--- src/rtl/touch_sample_ctrlmod.sv ---
// touch_sample_ctrlmod: touch-panel sample scheduler.
// Debounces pen-down on TP_IRQ (active-low, two-flop synced), then drives
// N = 1<<SAMPLES_LOG2 read-X/read-Y call pairs to the SPI function module,
// averages each axis and reports one X/Y pair per set. Sets repeat every
// INTERVAL cycles while the pen is held.
// Optional macro TOUCH_SPREAD_FILTER_EN: track per-axis min/max and drop sets
// whose spread exceeds SPREAD_MAX on either axis.
// Call handshake: an oCall bit is the request and stays high until the
// one-cycle iDone response, which carries iData in the same cycle. A request
// rises the cycle after its state is entered, only one bit is ever high, and
// there is always at least one low cycle between two requests. iDone is only
// consumed while the matching request bit is high.
// oState exposes the FSM state for debug and checker binding.
module touch_sample_ctrlmod #(
    parameter int SAMPLES_LOG2 = 2,
    parameter int DEBOUNCE     = 50000,
    parameter int INTERVAL     = 500000,
    parameter int SPREAD_MAX   = 16
) (
    input  logic       CLOCK,
    input  logic       RESET,
    input  logic       TP_IRQ,
    output logic [1:0] oCall,
    input  logic       iDone,
    input  logic [7:0] iData,
    output logic       oDone,
    output logic [7:0] oX,
    output logic [7:0] oY,
    output logic       oPress,
    output logic [2:0] oState
);

    localparam int AW      = 8 + SAMPLES_LOG2;
    localparam int KW      = SAMPLES_LOG2 + 1;
    localparam int CNT_MAX = (DEBOUNCE > INTERVAL) ? DEBOUNCE : INTERVAL;
    localparam int CW      = (CNT_MAX > 1) ? $clog2(CNT_MAX) : 1;
    localparam logic [CW-1:0] DEB_LAST   = CW'(DEBOUNCE - 1);
    localparam logic [CW-1:0] INT_LAST   = CW'(INTERVAL - 1);
    localparam logic [KW-1:0] N_SAMP     = KW'(1 << SAMPLES_LOG2);
    localparam logic [8:0]    SPREAD_LIM = 9'(SPREAD_MAX);

    typedef enum logic [2:0] {
        S_IDLE     = 3'd0,
        S_DEBOUNCE = 3'd1,
        S_CALL_X   = 3'd2,
        S_CALL_Y   = 3'd3,
        S_CHECK    = 3'd4,
        S_REPORT   = 3'd5,
        S_WAIT     = 3'd6
    } state_t;

    state_t          r_state;
    state_t          w_next;
    logic            r_irq_meta;
    logic            r_irq_sync;
    logic [CW-1:0]   r_cnt;
    logic [1:0]      r_call;
    logic [AW-1:0]   r_acc_x;
    logic [AW-1:0]   r_acc_y;
    logic [KW-1:0]   r_k;
    logic            r_done;
    logic [7:0]      r_x;
    logic [7:0]      r_y;
    logic            r_press;

    logic w_irq_low;
    logic w_x_done;
    logic w_y_done;
    logic w_last_pair;
    logic w_deb_end;
    logic w_wait_end;
    logic w_accept;
    logic w_call_x;
    logic w_call_y;
    logic w_report;
    logic w_clear;
    logic w_cnt_run;
    logic w_press_set;
    logic w_press_clr;

    assign w_irq_low   = ~r_irq_sync;
    assign w_x_done    = (r_state == S_CALL_X) && r_call[1] && iDone;
    assign w_y_done    = (r_state == S_CALL_Y) && r_call[0] && iDone;
    assign w_last_pair = ((r_k + KW'(1)) == N_SAMP);
    assign w_deb_end   = (r_cnt == DEB_LAST);
    assign w_wait_end  = (r_cnt == INT_LAST);

    // Two-flop synchroniser for the asynchronous pen interrupt (idles high).
    always_ff @(posedge CLOCK) begin
        if (RESET) begin
            r_irq_meta <= 1'b1;
            r_irq_sync <= 1'b1;
        end else begin
            r_irq_meta <= TP_IRQ;
            r_irq_sync <= r_irq_meta;
        end
    end

    // FSM state register.
    always_ff @(posedge CLOCK) begin
        if (RESET) r_state <= S_IDLE;
        else       r_state <= w_next;
    end

    // Next-state logic; the pen is only looked at in IDLE, DEBOUNCE and WAIT.
    always_comb begin
        w_next = r_state;
        case (r_state)
            S_IDLE:     if (w_irq_low) w_next = S_DEBOUNCE;
            S_DEBOUNCE: begin
                if (!w_irq_low)     w_next = S_IDLE;
                else if (w_deb_end) w_next = S_CALL_X;
            end
            S_CALL_X:   if (w_x_done) w_next = S_CALL_Y;
            S_CALL_Y:   if (w_y_done) w_next = w_last_pair ? S_CHECK : S_CALL_X;
            S_CHECK:    w_next = w_accept ? S_REPORT : S_WAIT;
            S_REPORT:   w_next = S_WAIT;
            S_WAIT:     if (w_wait_end) w_next = w_irq_low ? S_CALL_X : S_IDLE;
            default:    w_next = S_IDLE;
        endcase
    end

    // Output/control decode from the current state and its transition.
    always_comb begin
        w_call_x    = (r_state == S_CALL_X) && !w_x_done;
        w_call_y    = (r_state == S_CALL_Y) && !w_y_done;
        w_report    = (r_state == S_CHECK) && w_accept;
        w_clear     = (r_state == S_IDLE) || (r_state == S_WAIT);
        w_cnt_run   = ((r_state == S_DEBOUNCE) || (r_state == S_WAIT)) && (w_next == r_state);
        w_press_set = (r_state == S_DEBOUNCE) && (w_next == S_CALL_X);
        w_press_clr = (r_state == S_WAIT) && (w_next == S_IDLE);
    end

    // Interval/debounce counter and registered call requests.
    always_ff @(posedge CLOCK) begin
        if (RESET) begin
            r_cnt  <= '0;
            r_call <= 2'b00;
        end else begin
            r_cnt  <= w_cnt_run ? (r_cnt + CW'(1)) : '0;
            r_call <= {w_call_x, w_call_y};
        end
    end

    // Sample accumulation; sums are wide enough that N samples never overflow.
    always_ff @(posedge CLOCK) begin
        if (RESET || w_clear) begin
            r_acc_x <= '0;
            r_acc_y <= '0;
            r_k     <= '0;
        end else begin
            if (w_x_done) r_acc_x <= r_acc_x + AW'(iData);
            if (w_y_done) begin
                r_acc_y <= r_acc_y + AW'(iData);
                r_k     <= r_k + KW'(1);
            end
        end
    end

    // Report registers: averages land together with the oDone pulse.
    always_ff @(posedge CLOCK) begin
        if (RESET) begin
            r_done  <= 1'b0;
            r_x     <= 8'h00;
            r_y     <= 8'h00;
            r_press <= 1'b0;
        end else begin
            r_done <= w_report;
            if (w_report) begin
                r_x <= r_acc_x[AW-1:SAMPLES_LOG2];
                r_y <= r_acc_y[AW-1:SAMPLES_LOG2];
            end
            if (w_press_set)      r_press <= 1'b1;
            else if (w_press_clr) r_press <= 1'b0;
        end
    end

`ifdef TOUCH_SPREAD_FILTER_EN
    logic [7:0] r_min_x;
    logic [7:0] r_max_x;
    logic [7:0] r_min_y;
    logic [7:0] r_max_y;
    logic [7:0] w_spread_x;
    logic [7:0] w_spread_y;

    // Per-axis min/max of the current set; first pair of a set seeds both.
    always_ff @(posedge CLOCK) begin
        if (RESET) begin
            r_min_x <= 8'h00;
            r_max_x <= 8'h00;
            r_min_y <= 8'h00;
            r_max_y <= 8'h00;
        end else begin
            if (w_x_done) begin
                if ((r_k == '0) || (iData < r_min_x)) r_min_x <= iData;
                if ((r_k == '0) || (iData > r_max_x)) r_max_x <= iData;
            end
            if (w_y_done) begin
                if ((r_k == '0) || (iData < r_min_y)) r_min_y <= iData;
                if ((r_k == '0) || (iData > r_max_y)) r_max_y <= iData;
            end
        end
    end

    assign w_spread_x = r_max_x - r_min_x;
    assign w_spread_y = r_max_y - r_min_y;
    assign w_accept   = ({1'b0, w_spread_x} <= SPREAD_LIM) && ({1'b0, w_spread_y} <= SPREAD_LIM);
`else
    logic w_unused_spread;
    assign w_unused_spread = ^SPREAD_LIM;
    assign w_accept        = 1'b1;
`endif

    assign oCall  = r_call;
    assign oDone  = r_done;
    assign oX     = r_x;
    assign oY     = r_y;
    assign oPress = r_press;
    assign oState = 3'(r_state);

endmodule

--- config.mk ---
export PLATFORM = sky130hd
export DESIGN_NAME = touch_sample_ctrlmod
export DESIGN_NICKNAME = d
export VERILOG_FILES = /design/src/rtl/touch_sample_ctrlmod.sv
export SDC_FILE = /design/constraint.sdc
export NUM_CORES = 1
export LEC_CHECK = 0
export BUFFER_PORTS_ARGS = -buffer_cell sky130_fd_sc_hd__buf_2
export CORE_AREA = 2 2 66 116
export DETAILED_ROUTE_END_ITERATION = 12
export DIE_AREA = 0 0 68 118
export HOLD_SLACK_MARGIN = 0.08
export PLACE_DENSITY = 0.78
export SYNTH_ARGS = -nofsm -noshare
export SYNTH_HDL_FRONTEND = slang
export SYNTH_SLANG_ARGS = --single-unit
--- constraint.sdc ---
create_clock -name CLOCK -period 5.2 [get_ports CLOCK]
set_input_delay 0.78 -clock CLOCK [delete_from_list [all_inputs] [get_ports CLOCK]]
set_output_delay 0.78 -clock CLOCK [all_outputs]
set_load 0.03 [all_outputs]
# Yosys cells after proc, flatten, opt, wreduce, memory -nomap -nowiden
# Cells that the tools add are included.
# word_totals
reg_bits	67
in_bits	12
out_inout_bits	23
word_cells	57
# classes
add_sub_neg	4
n_eq_ne	11
n_mux	11
n_bitwise	1
n_reduce_logical	18
# ops
op	count
2-to-1 mux 3 bit	7
case mux 3 bit (7 select lines)	1
adder 10 x 8 -> 10 bit	2
adder 19 x 1 -> 19 bit, second input constant	1
equality test 19 x 16 -> 1 bit, second input constant	1
equality test 19 bit, second input constant	1
equality test 3 bit, second input constant	4
equality test 3 x 2 -> 1 bit, second input constant	3
logical AND 1 bit	9
zero test 3 bit	2
adder 3 x 1 -> 3 bit, second input constant	1
equality test 3 x 1 -> 1 bit, second input constant	1
equality test 3 bit	1
logical OR 1 bit	3
zero test 1 bit	2
2-to-1 mux 1 bit	2
2-to-1 mux 2 bit	1
nonzero test 2 bit	1
OR reduction 2 bit	1
NOT 1 bit	1

# Logic depth before layout (Yosys ltp)
# Gate-level depths: netlist (run 1).
# depth
word_depth	9
mapped_depth	8
depth_no_buf	8

# Worst setup path before layout (run 1)
# No wires, ideal clock.
# synth_path
kind	input to register
start	input iData[0]
end	register r_acc_y[6]
setup_time_ns	0.063
arrival_time_ns	2.296
required_time_ns	5.137
slack_ns	2.841
path_stages	8
n_path_buf	0
cell_sequence	ha_1 inv_1 fa_1 nand2b_1 a21oi_1 o21ai_0 a2111oi_0 nand3b_1
# synth_via
elab_chain_len	1
# synth_lines
item	line_no	source
start, declared	25	input logic [7:0] iData,
adder 10 x 8 -> 10 bit	154	r_acc_y <= r_acc_y + AW'(iData);
end signal, assigned	154	
end, declared	59	logic [AW-1:0] r_acc_y;
# No other way between the ends.
# A chain may end at the register's enable or synchronous reset.

# Final worst setup path (run 1)
# Same ends and word-level chain as after synthesis.

==> flow_metrics.py, run 1 <==
metrics = {
    "placed_design": {
        "dp_worst_setup_slack_ns": 2.53,
        "place_congestion": 0.916,
        "dpl.hpwl_um": 5950,
        "io_buffer_count": 34,
    },
    "die": {
        "initial_core_util_pct": 49.0,
        "fp.dieH_um": 118,
        "die-area_um2": 8020,
        "rows": 41,
        "pin_count": 35,
        "fp.dieW_um": 68,
        "core_area_um2": 7080,
    },
    "timing": {
        "setup_viol": 0,
        "clock_skew_ns": 0.00582,
        "worstMarginPinSlew_ns": 0.983,
        "fin_crit_sh_pct": 45.2,
        "setup_tns_ns": 0,
        "slew_headroom_pct": 34.2,
        "max_freq_ghz": 0.426,
        "slew_viol_final": 0,
        "hold_viol": 0,
        "setup_slack_ns": 2.85,
        "rsz0062_at_grt": "no",
        "min_period_ns": 2.35,
    },
    "pwr": {
        "powerDensity_nw_per_um2": 281,
        "ir_drop_uv": 175,
        "p_leak_nw": 1.49,
    },
    "worst_setup_path": {
        "critical_path_buf_inv_count": 2,
        "cp_slowest_cell": "fa_1",
        "end_kind": "register",
        "required_ns": 5.48,
        "reg2reg_to": "r_cnt[9]",
        "critPathMaxFanout": 3,
        "critPathKind": "primary input to register",
        "rr_worst_depth": 6,
        "cp.arrival_ns": 2.62,
        "crit_family": "compound AO/OA/AOI/OAI gates",
        "crit_path_start_kind": "primary input",
        "slowest_delay_ns": 0.39,
        "rr_startpoint": "r_cnt[0]",
        "crit_chain": "buf_2 > ha_1 > inv_1 > fa_1 > nand2b_1 > a21oi_1 > o21ai_0 > a2111oi_0 > nand3b_1",
        "r2r_slack_ns": 2.95,
    },
    "synth": {
        "synthMostInstantiatedCell": "dfxtp_1",
        "yosys_most_used_dff": "dfxtp_1",
        "synth_top_cell_by_area": "dfxtp_1",
        "ys_seq_area_share_pct": 38.7,
        "ys.warnings.count": 0,
        "synthArstFlopShare_pct": 0,
        "netlist_area_um2": 3470,
        "synth_area_per_cell_um2": 8.28,
        "synthTopCellsByArea": "dfxtp_1 39%, ha_1 6.9%, nand2_1 6.8%",
        "netlist.area_leader.share_pct": 38.7,
        "syn-num-nets": 452,
        "netlist_instances": 419,
        "ys_ff_latch": 67,
        "synth-edff-count": 0,
        "synth.distinct_cells": 49,
        "synthTopCellsByCount": "67 x dfxtp_1, 63 x nand2_1, 45 x nor2_1",
    },
    "clock_tree": {
        "root_buffer": "clkbuf_16",
        "cts_made_buffers": 9,
        "postCtsSetupRepairBufs": 0,
        "htreeDepth": 3,
        "cts_max_path_buffers": 2,
        "clock_latency_ns": 0.34,
        "cts_tree": "built",
        "clk_pin_slew_worst_paths_ns": 0.06,
        "cts_sinks": 67,
        "cts_hold_buf": 0,
        "post_cts_resized": 0,
    },
    "final_layout": {
        "num_antenna_cells": 0,
        "layout.nets": 484,
        "drive_above_1_share_pct": 13.6,
        "num-fill-cells": 669,
        "area_growth_syn_to_layout_pct": 13.7,
    },
    "global_routing": {
        "grt_usage_pct": 21.2,
        "grt-ovfl-total": 0,
        "grt_pass1_vias": 2925,
        "grt_pass1_wl_um": 12900,
        "antenna_found_initial": 0,
        "grt_max_degree": 29,
    },
    "drt": {
        "antenna_left": 0,
        "num_vias": 3003,
        "via_per_inst": 5.54,
        "route.detailed.drc": 0,
        "totalWireLength_um": 7890,
        "drt-initial-drc-count": 136,
        "drt_pass1_iterations": 4,
        "post_drt_wl_per_cell_um": 14.6,
    },
    "flow_run": {
        "cap_violations": 0,
    },
    "min_path": {
        "whs_path_depth": 1,
        "hold_end": "r_irq_sync",
        "min_path_type": "register to register",
        "hold_start": "r_irq_meta",
    },
    "status": {
        "status": "complete, no violations",
    },
}
## power by group
part	internal [W]	total, W	switching [W]
combinational	0.0000125	0.0000321	0.0000196
sequential	0.000515	0.000516	0.000000937
clock	0.000335	0.000561	0.000226
total	0.000862	0.00111	0.000247
## through the flow
stage               total power (W)  hold WS [ns]  util [%]  area (um2)  instances
finish                      0.00111         0.407      55.7        3950        542
global route                0.00114         0.426      55.7        3950        542
CTS                         0.00112         0.411      55.7        3950        542
detailed placement         0.000559         0.398      51.8        3670        526
global placement           0.000558         0.391      51.8        3670        526
floorplan                  0.000549         0.389         -        3470        419
## worst max path at each step
| stage | start | to | slack [ns] | depth (start not counted) |
|---|---|---|---|---|
| after floorplan | iData[0] | r_acc_y[6] | 2.84 | 8 |
| after global placement | iData[0] | r_acc_y[6] | 2.57 | 9 |
| after detailed placement | iData[0] | r_acc_y[6] | 2.53 | 9 |
| after CTS | iData[0] | r_acc_y[6] | 2.86 | 9 |
| after global routing | iData[0] | r_acc_y[6] | 2.63 | 9 |
| final | iData[0] | r_acc_y[6] | 2.85 | 9 |
## registers in the layout, indices dropped and copies added, names as in the netlist
signal,count
r_k,3
oDone,1
oX,8
r_acc_x,10
r_irq_meta,1
oState,3
r_acc_y,10
r_cnt,19
oCall,2
oPress,1
oY,8
r_irq_sync,1
## layer usage
layer	routed length, um	global-route usage, %
met1	2920	20.1
met4	416	14.8
met5	0	0
met3	255	4.40
met2	4300	37.9
## cells by family after synthesis
logic type | count (synthesis) | synth area share, %
simple gates | 186 | 26.6
flops | 67 | 38.7
buf+inv | 29 | 4.40
fa+ha+maj | 21 | 8.01
xor+xnor | 25 | 6.31
compound gates | 91 | 16.0
## final cells by class
type | count | area, um2 | area share, %
flip-flops and latches | 67 | 1340 | 34.0
inverters | 13 | 48.8 | 1.24
clock inverters | 6 | 40.0 | 1.01
well taps | 86 | 108 | 2.73
clock buffers | 10 | 239 | 6.06
multi-input cells | 323 | 1980 | 50.1
repair buffers | 37 | 193 | 4.88
## placed cells by master, fill, tap and decap left out, drive strengths merged, types with 3 or more instances in the layout
| cell type | n |
|---|---|
| nor3 | 10 |
| nand2 | 63 |
| xnor2 | 12 |
| clkinv | 4 |
| nand2b | 8 |
| nor2b | 3 |
| xor2 | 13 |
| nand3 | 19 |
| and3 | 5 |
| dfxtp | 67 |
| a31oi | 3 |
| nand4 | 4 |
| a211o | 5 |
| buf | 37 |
| or3 | 7 |
| nor2 | 45 |
| o211ai | 5 |
| clkbuf | 10 |
| o21ai | 18 |
| nor4 | 9 |
| o21bai | 3 |
| inv | 14 |
| a211oi | 8 |
| ha | 19 |
| a21oi | 39 |
Power figures use the tool's default switching activity.
==> inputs of run 2 (changes only) <==
ABC_AREA = 1   (was unset)
CORE_AREA = 2 2 67 117   (was 2 2 66 116)
DIE_AREA = 0 0 69 119   (was 0 0 68 118)
clock period = 2.24 ns   (was 5.2 ns; I/O delays follow)
==> run 2 against run 1 <==
Highest routed layer unchanged. Critical endpoint unchanged. Utilization is 0.25 points lower. Synthesized cell count up 18%. Critical path depth increased by 2. Final area grew 3.5%. Hold slack worse by 0.22 ns. Total power up 130%. Wire length up 4.1%. Die area grew 2.3%. First-iteration DRC count rose by 90%. Clock power up 130%. Via count increased by 10%. Sequential power grew 130%.
==> flow_metrics.py, run 2 <==
metrics = {
    "worst_setup_path": {
        "crit_top_cell": "nand2_1",
        "critPathKind": "register to register",
        "slowest_delay_ns": 0.39,
        "rr_startpoint": "r_acc_y[0]",
        "crit_start": "r_acc_y[0]",
        "reg2reg_to": "r_acc_y[6]",
        "rr_worst_depth": 11,
        "crit_path_start_kind": "register",
        "r2r_slack_ns": 0.29,
        "cp_slowest_cell": "fa_1",
        "critPathMaxFanout": 3,
        "crit_chain": "ha_1 > inv_1 > fa_1 > o21ai_0 > nand2_1 > nand2_1 > nand2_1 > nand3_1 > nand3_1 > o211ai_1 > inv_1",
        "critPathCapture": "r_acc_y[6]",
        "end_kind": "register",
        "required_ns": 2.47,
        "cp.arrival_ns": 2.17,
    },
    "final_layout": {
        "reg.largest.list": "r_cnt (19), r_acc_x (10), r_acc_y (10)",
        "num-fill-cells": 701,
        "layout.nets": 566,
        "top_register": "r_cnt",
        "final_cell_mix": "94 x nor2_1, 78 x nand2_1, 67 x dfxtp_1, 58 x inv_1, 34 x buf_2",
        "num_antenna_cells": 0,
        "drive_above_1_share_pct": 13.4,
        "largest_reg_flops": 19,
        "multi_input_area_um2": 1910,
        "ff_latch_area_um2": 1340,
        "final_common_cell": "nor2_1",
        "area_growth_syn_to_layout_pct": 14.9,
    },
    "pwr": {
        "p_int_w": 0.00202,
        "p_total_w": 0.00259,
        "p_switching_w": 0.000565,
        "powerDensity_nw_per_um2": 634,
        "power_frac_seq_pct": 46.2,
        "p_leak_nw": 1.82,
        "ir_drop_uv": 528,
        "p_clk_share_pct": 50.5,
        "power.switching_fraction_pct": 21.8,
        "power_frac_comb_pct": 3.3,
    },
    "drt": {
        "drt_pass1_iterations": 4,
        "drt-initial-drc-count": 258,
        "post_drt_wl_per_cell_um": 13.1,
        "totalWireLength_um": 8220,
        "num_vias": 3309,
        "antenna_left": 0,
        "route.detailed.drc": 0,
        "via_per_inst": 5.29,
    },
    "placed_design": {
        "place_congestion": 0.917,
        "io_buffer_count": 34,
        "dp_worst_setup_slack_ns": 0.173,
        "dpl.hpwl_um": 6150,
    },
    "synth": {
        "synth_compound_area_share_pct": 11.3,
        "synth.distinct_cells": 37,
        "synth_top_family_by_area": "simple AND/OR/NAND/NOR gates",
        "yosys_most_used_dff": "dfxtp_1",
        "synth_adder_area_share_pct": 7.82,
        "synth.area.mux_share_pct": 0,
        "synth_top_cell_by_area": "dfxtp_1",
        "synthArstFlopShare_pct": 0,
        "netlist_instances": 495,
        "ys.warnings.count": 0,
        "synth-edff-count": 0,
        "synth_area_per_cell_um2": 7.17,
        "netlist_area_um2": 3550,
        "ys_seq_area_share_pct": 37.8,
        "synthMostInstantiatedCell": "nor2_1",
        "ys_ff_latch": 67,
        "netlist.area_leader.share_pct": 37.8,
        "syn-num-nets": 528,
        "synthSimpleGateAreaFrac_pct": 28.6,
        "synthTopCellsByArea": "dfxtp_1 38%, nor2_1 9.9%, nand2_1 8.2%",
        "synthTopCellsByCount": "94 x nor2_1, 78 x nand2_1, 67 x dfxtp_1",
        "synth_xor_xnor_area_share_pct": 5.92,
    },
    "clock_tree": {
        "post_cts_resized": 0,
        "cts_tree": "built",
        "htreeDepth": 3,
        "cts_hold_buf": 0,
        "cts_max_path_buffers": 2,
        "cts_made_buffers": 9,
        "root_buffer": "clkbuf_16",
        "clk_pin_slew_worst_paths_ns": 0.05,
        "cts_sinks": 67,
        "clock_latency_ns": 0.34,
        "postCtsSetupRepairBufs": 0,
    },
    "flow_run": {
        "cap_violations": 0,
    },
    "global_routing": {
        "grt_pass1_wl_um": 14100,
        "grt_pass1_vias": 3153,
        "grt_max_degree": 20,
        "grt_usage_pct": 21.3,
        "grt-ovfl-total": 0,
        "antenna_found_initial": 0,
    },
    "timing": {
        "setup_tns_ns": 0,
        "hold_viol": 0,
        "setup_viol": 0,
        "max_freq_ghz": 0.514,
        "fin_crit_sh_pct": 86.9,
        "rsz0062_at_grt": "no",
        "min_period_ns": 1.95,
        "worstMarginPinSlew_ns": 0.520,
        "slew_viol_final": 0,
        "setup_slack_ns": 0.294,
        "clock_skew_ns": 0.00464,
        "slew_headroom_pct": 65.3,
    },
    "die": {
        "fp.dieH_um": 119,
        "rows": 42,
        "core_area_um2": 7360,
        "die-area_um2": 8210,
        "pin_count": 35,
        "initial_core_util_pct": 48.3,
        "fp.dieW_um": 69,
    },
    "status": {
        "status": "complete, no violations",
    },
    "min_path": {
        "whs_path_depth": 2,
        "min_path_type": "primary input to register",
    },
}
[run 2: changes by cell type in the layout (fill, tap and decap cells not counted), sizes merged, moves of 9 or more]
cell   previous run  this run
xnor2            12         3
inv              14        64
nand3            19        34
nand2            63        80
a21oi            39        30
nor2             45        97
o21ai            18        29
[run 2: final cells by class]
class	instances	area share (%)
inverters	65	5.98
clock buffers	11	6.19
clock inverters	5	0.674
multi-input cells	352	46.7
well taps	88	2.70
repair buffers	38	4.90
flip-flops and latches	67	32.9
[run 2: worst max-delay path: cells and delay by family (launching register included)]
family | cells | cell delay, ns
AO/OA/AOI/OAI | 2 | 0.46
adder cells (fa/ha/maj) | 2 | 0.55
buffers and inverters | 2 | 0.12
flip-flops | 1 | 0.33
AND/OR/NAND/NOR | 5 | 0.38
[run 2: cell families after synthesis]
kind of cell    Yosys count
fa+ha+maj                21
simple gates            234
xor+xnor                 24
buf+inv                  76
flops                    67
compound gates           73
[run 2: how the worst min path moves through the flow]
stage	startpoint	endpoint
floorplan	r_irq_meta	r_irq_sync
global placement	r_irq_meta	r_irq_sync
detailed placement	r_irq_meta	r_irq_sync
CTS	TP_IRQ	r_irq_meta
global route	TP_IRQ	r_irq_meta
finish	TP_IRQ	r_irq_meta
[run 2: metrics by stage]
step,hold slack (ns),area (um2),instances,util [%]
floorplan,0.389,3550,495,-
global placement,0.394,3800,610,51.7
detailed placement,0.407,3800,610,51.7
CTS,0.186,4080,626,55.5
global route,0.194,4080,626,55.5
finish,0.191,4080,626,55.5
[run 2: metal layers]
metal	track usage [%]	wire length, um
met3	4.91	306
met4	10.8	323
met2	38.6	4390
met1	22.8	3190
met5	0	0
[run 2: power by group through the flow]
stage               combinational [W]  sequential (W)  clock, W
finish                      0.0000843         0.00120   0.00131
global route                0.0000956         0.00120   0.00138
CTS                         0.0000838         0.00120   0.00134
detailed placement          0.0000833         0.00122         0
global placement            0.0000822         0.00122         0
floorplan                   0.0000558         0.00122         0
==> inputs of run 3 (changes only) <==
BUFFER_PORTS_ARGS = unset   (was -buffer_cell sky130_fd_sc_hd__buf_2)
DONT_BUFFER_PORTS = 1   (was unset)
PLACE_DENSITY = 0.74   (was 0.78)
==> run 3 against run 2 <==
Die area did not move. Critical path depth did not move. Global-route usage barely moved. Non-clock buffer count fell by 31. Flip-flop and latch count did not move. Final area fell by 3.2%. Maximum frequency rose by 2.3%. Clock power rose by 6%. Utilization fell by 1.8 points. Hold slack got worse by 0.081 ns. Via count fell by 4.4%. Critical path type unchanged. Largest power group unchanged. Highest routed layer unchanged.
==> flow_metrics.py, run 3 (synthesis gave the netlist of run 2 again) <==
metrics = {
    "worst_setup_path": {
        "critPathKind": "register to register",
        "r2r_slack_ns": 0.34,
        "crit_path_start_kind": "register",
        "cp.arrival_ns": 2.18,
        "critical_path_buf_inv_count": 2,
        "crit_family": "adder cells",
        "critPathMaxFanout": 3,
        "slowest_delay_ns": 0.39,
        "crit_top_cell": "nand2_1",
        "rr_worst_depth": 11,
        "cp_slowest_cell": "fa_1",
        "reg2reg_to": "r_acc_x[6]",
        "rr_startpoint": "r_acc_x[0]",
        "end_kind": "register",
        "crit_chain": "ha_1 > inv_1 > fa_1 > o21ai_0 > nand2_1 > nand2_1 > nand2_1 > a21oi_1 > nand3b_1 > nand2_1 > inv_1",
        "required_ns": 2.52,
        "crit_start": "r_acc_x[0]",
    },
    "pwr": {
        "p_switching_w": 0.000529,
        "powerDensity_nw_per_um2": 674,
        "p_clk_share_pct": 52.4,
        "power_frac_seq_pct": 45.0,
        "p_leak_nw": 1.66,
        "power_frac_comb_pct": 2.6,
        "p_total_w": 0.00266,
        "power.switching_fraction_pct": 19.9,
        "ir_drop_uv": 459,
        "p_int_w": 0.00213,
    },
    "global_routing": {
        "grt_pass1_wl_um": 14000,
        "grt_usage_pct": 21.3,
        "antenna_found_initial": 0,
        "grt-ovfl-total": 0,
        "grt_pass1_vias": 3078,
        "grt_max_degree": 20,
    },
    "min_path": {
        "hold_end": "r_irq_meta",
        "hold_start": "TP_IRQ",
        "whs_path_depth": 1,
        "min_path_type": "primary input to register",
    },
    "clock_tree": {
        "postCtsSetupRepairBufs": 0,
        "htreeDepth": 3,
        "root_buffer": "clkbuf_16",
        "cts_max_path_buffers": 2,
        "clk_pin_slew_worst_paths_ns": 0.05,
        "cts_sinks": 67,
        "cts_made_buffers": 9,
        "cts_tree": "built",
        "clock_latency_ns": 0.33,
    },
    "final_layout": {
        "reg.largest.list": "r_cnt (19), r_acc_x (10), r_acc_y (10)",
        "largest_reg_flops": 19,
        "area_growth_syn_to_layout_pct": 11.3,
        "final_common_cell": "nor2_1",
        "ff_latch_area_um2": 1340,
        "fin_cells": 594,
        "multi_input_area_um2": 1910,
        "final_cell_mix": "94 x nor2_1, 78 x nand2_1, 67 x dfxtp_1, 58 x inv_1, 33 x nand3_1",
        "final_core_util_pct": 53.7,
        "num_antenna_cells": 0,
        "num-fill-cells": 708,
        "top_register": "r_cnt",
        "drive_above_1_share_pct": 7.31,
        "layout.nets": 535,
    },
    "timing": {
        "rsz0062_at_grt": "no",
        "setup_tns_ns": 0,
        "worstMarginPinSlew_ns": 0.528,
        "slew_viol_final": 0,
        "clock_skew_ns": 0.00549,
        "setup_viol": 0,
        "worst_hold_slack_ns": 0.110,
        "fin_crit_sh_pct": 84.9,
        "slew_headroom_pct": 64.8,
        "hold_viol": 0,
        "min_period_ns": 1.90,
        "max_freq_ghz": 0.526,
    },
    "drt": {
        "antenna_left": 0,
        "drt-initial-drc-count": 126,
        "route.detailed.drc": 0,
        "totalWireLength_um": 8180,
        "drt_pass1_iterations": 5,
        "num_vias": 3165,
        "via_per_inst": 5.33,
        "post_drt_wl_per_cell_um": 13.8,
    },
    "placed_design": {
        "place_congestion": 0.939,
        "io_buffer_count": 0,
        "placed_cells": 578,
        "dpl.hpwl_um": 6020,
    },
    "status": {
        "status": "complete, no violations",
    },
    "die": {
        "core_area_um2": 7360,
        "pin_count": 35,
        "fp.dieW_um": 69,
        "rows": 42,
        "initial_core_util_pct": 48.3,
        "fp.dieH_um": 119,
        "die-area_um2": 8210,
    },
    "flow_run": {
        "cap_violations": 0,
    },
}
-- run 3: per-layer routing --
metal  up-vias  global-route usage [%]  share of wire (%)
met4         0                    11.3                4.4
met2        67                    38.5                 52
met3        24                    7.19                6.4
met1      1464                    21.2                 37
li1       1610                       -                  -
met5         -                       0                  0
-- run 3: final cells by class --
class                      count  share of cell area, %
clock buffer                  13                   6.59
tap                           88                   2.79
timing repair buffer           7                   1.39
sequential                    67                   33.9
clock inverter                 2                  0.887
multi-input combinational    352                   48.2
inverter                      65                   6.17
-- run 3: metrics by stage --
stage	cell area, um2	setup WS, ns
floorplan	3550	0.469
detailed placement	3650	0.296
global placement	3650	0.341
global route	3950	0.0695
finish	3950	0.338
CTS	3950	0.262
-- run 3: worst max path at each step --
stage,endpoint,slack (ns),cells after the start
5_1_grt,r_acc_x[8],0.07,9
3_5_place_dp,r_acc_y[6],0.30,11
6_report,r_acc_x[6],0.34,11
4_1_cts,r_acc_y[6],0.26,11
2_1_floorplan,r_acc_y[6],0.47,11
3_3_place_gp,r_acc_y[6],0.34,11
-- run 3: what timing repair did --
item / in CTS / in global routing
hold buffers: 1 / 0
endpoints found under the hold margin: 6 / 0
resized for setup: 0 / 1
setup endpoints to repair: 0 / 1
-- run 3: power groups by stage --
stage / clock [W] / combinational [W] / sequential (W)
4_1_cts: 0.00143 / 0.0000699 / 0.00120
2_1_floorplan: 0 / 0.0000558 / 0.00122
3_5_place_dp: 0 / 0.0000657 / 0.00122
3_3_place_gp: 0 / 0.0000640 / 0.00122
6_report: 0.00139 / 0.0000699 / 0.00120
5_1_grt: 0.00146 / 0.0000785 / 0.00120
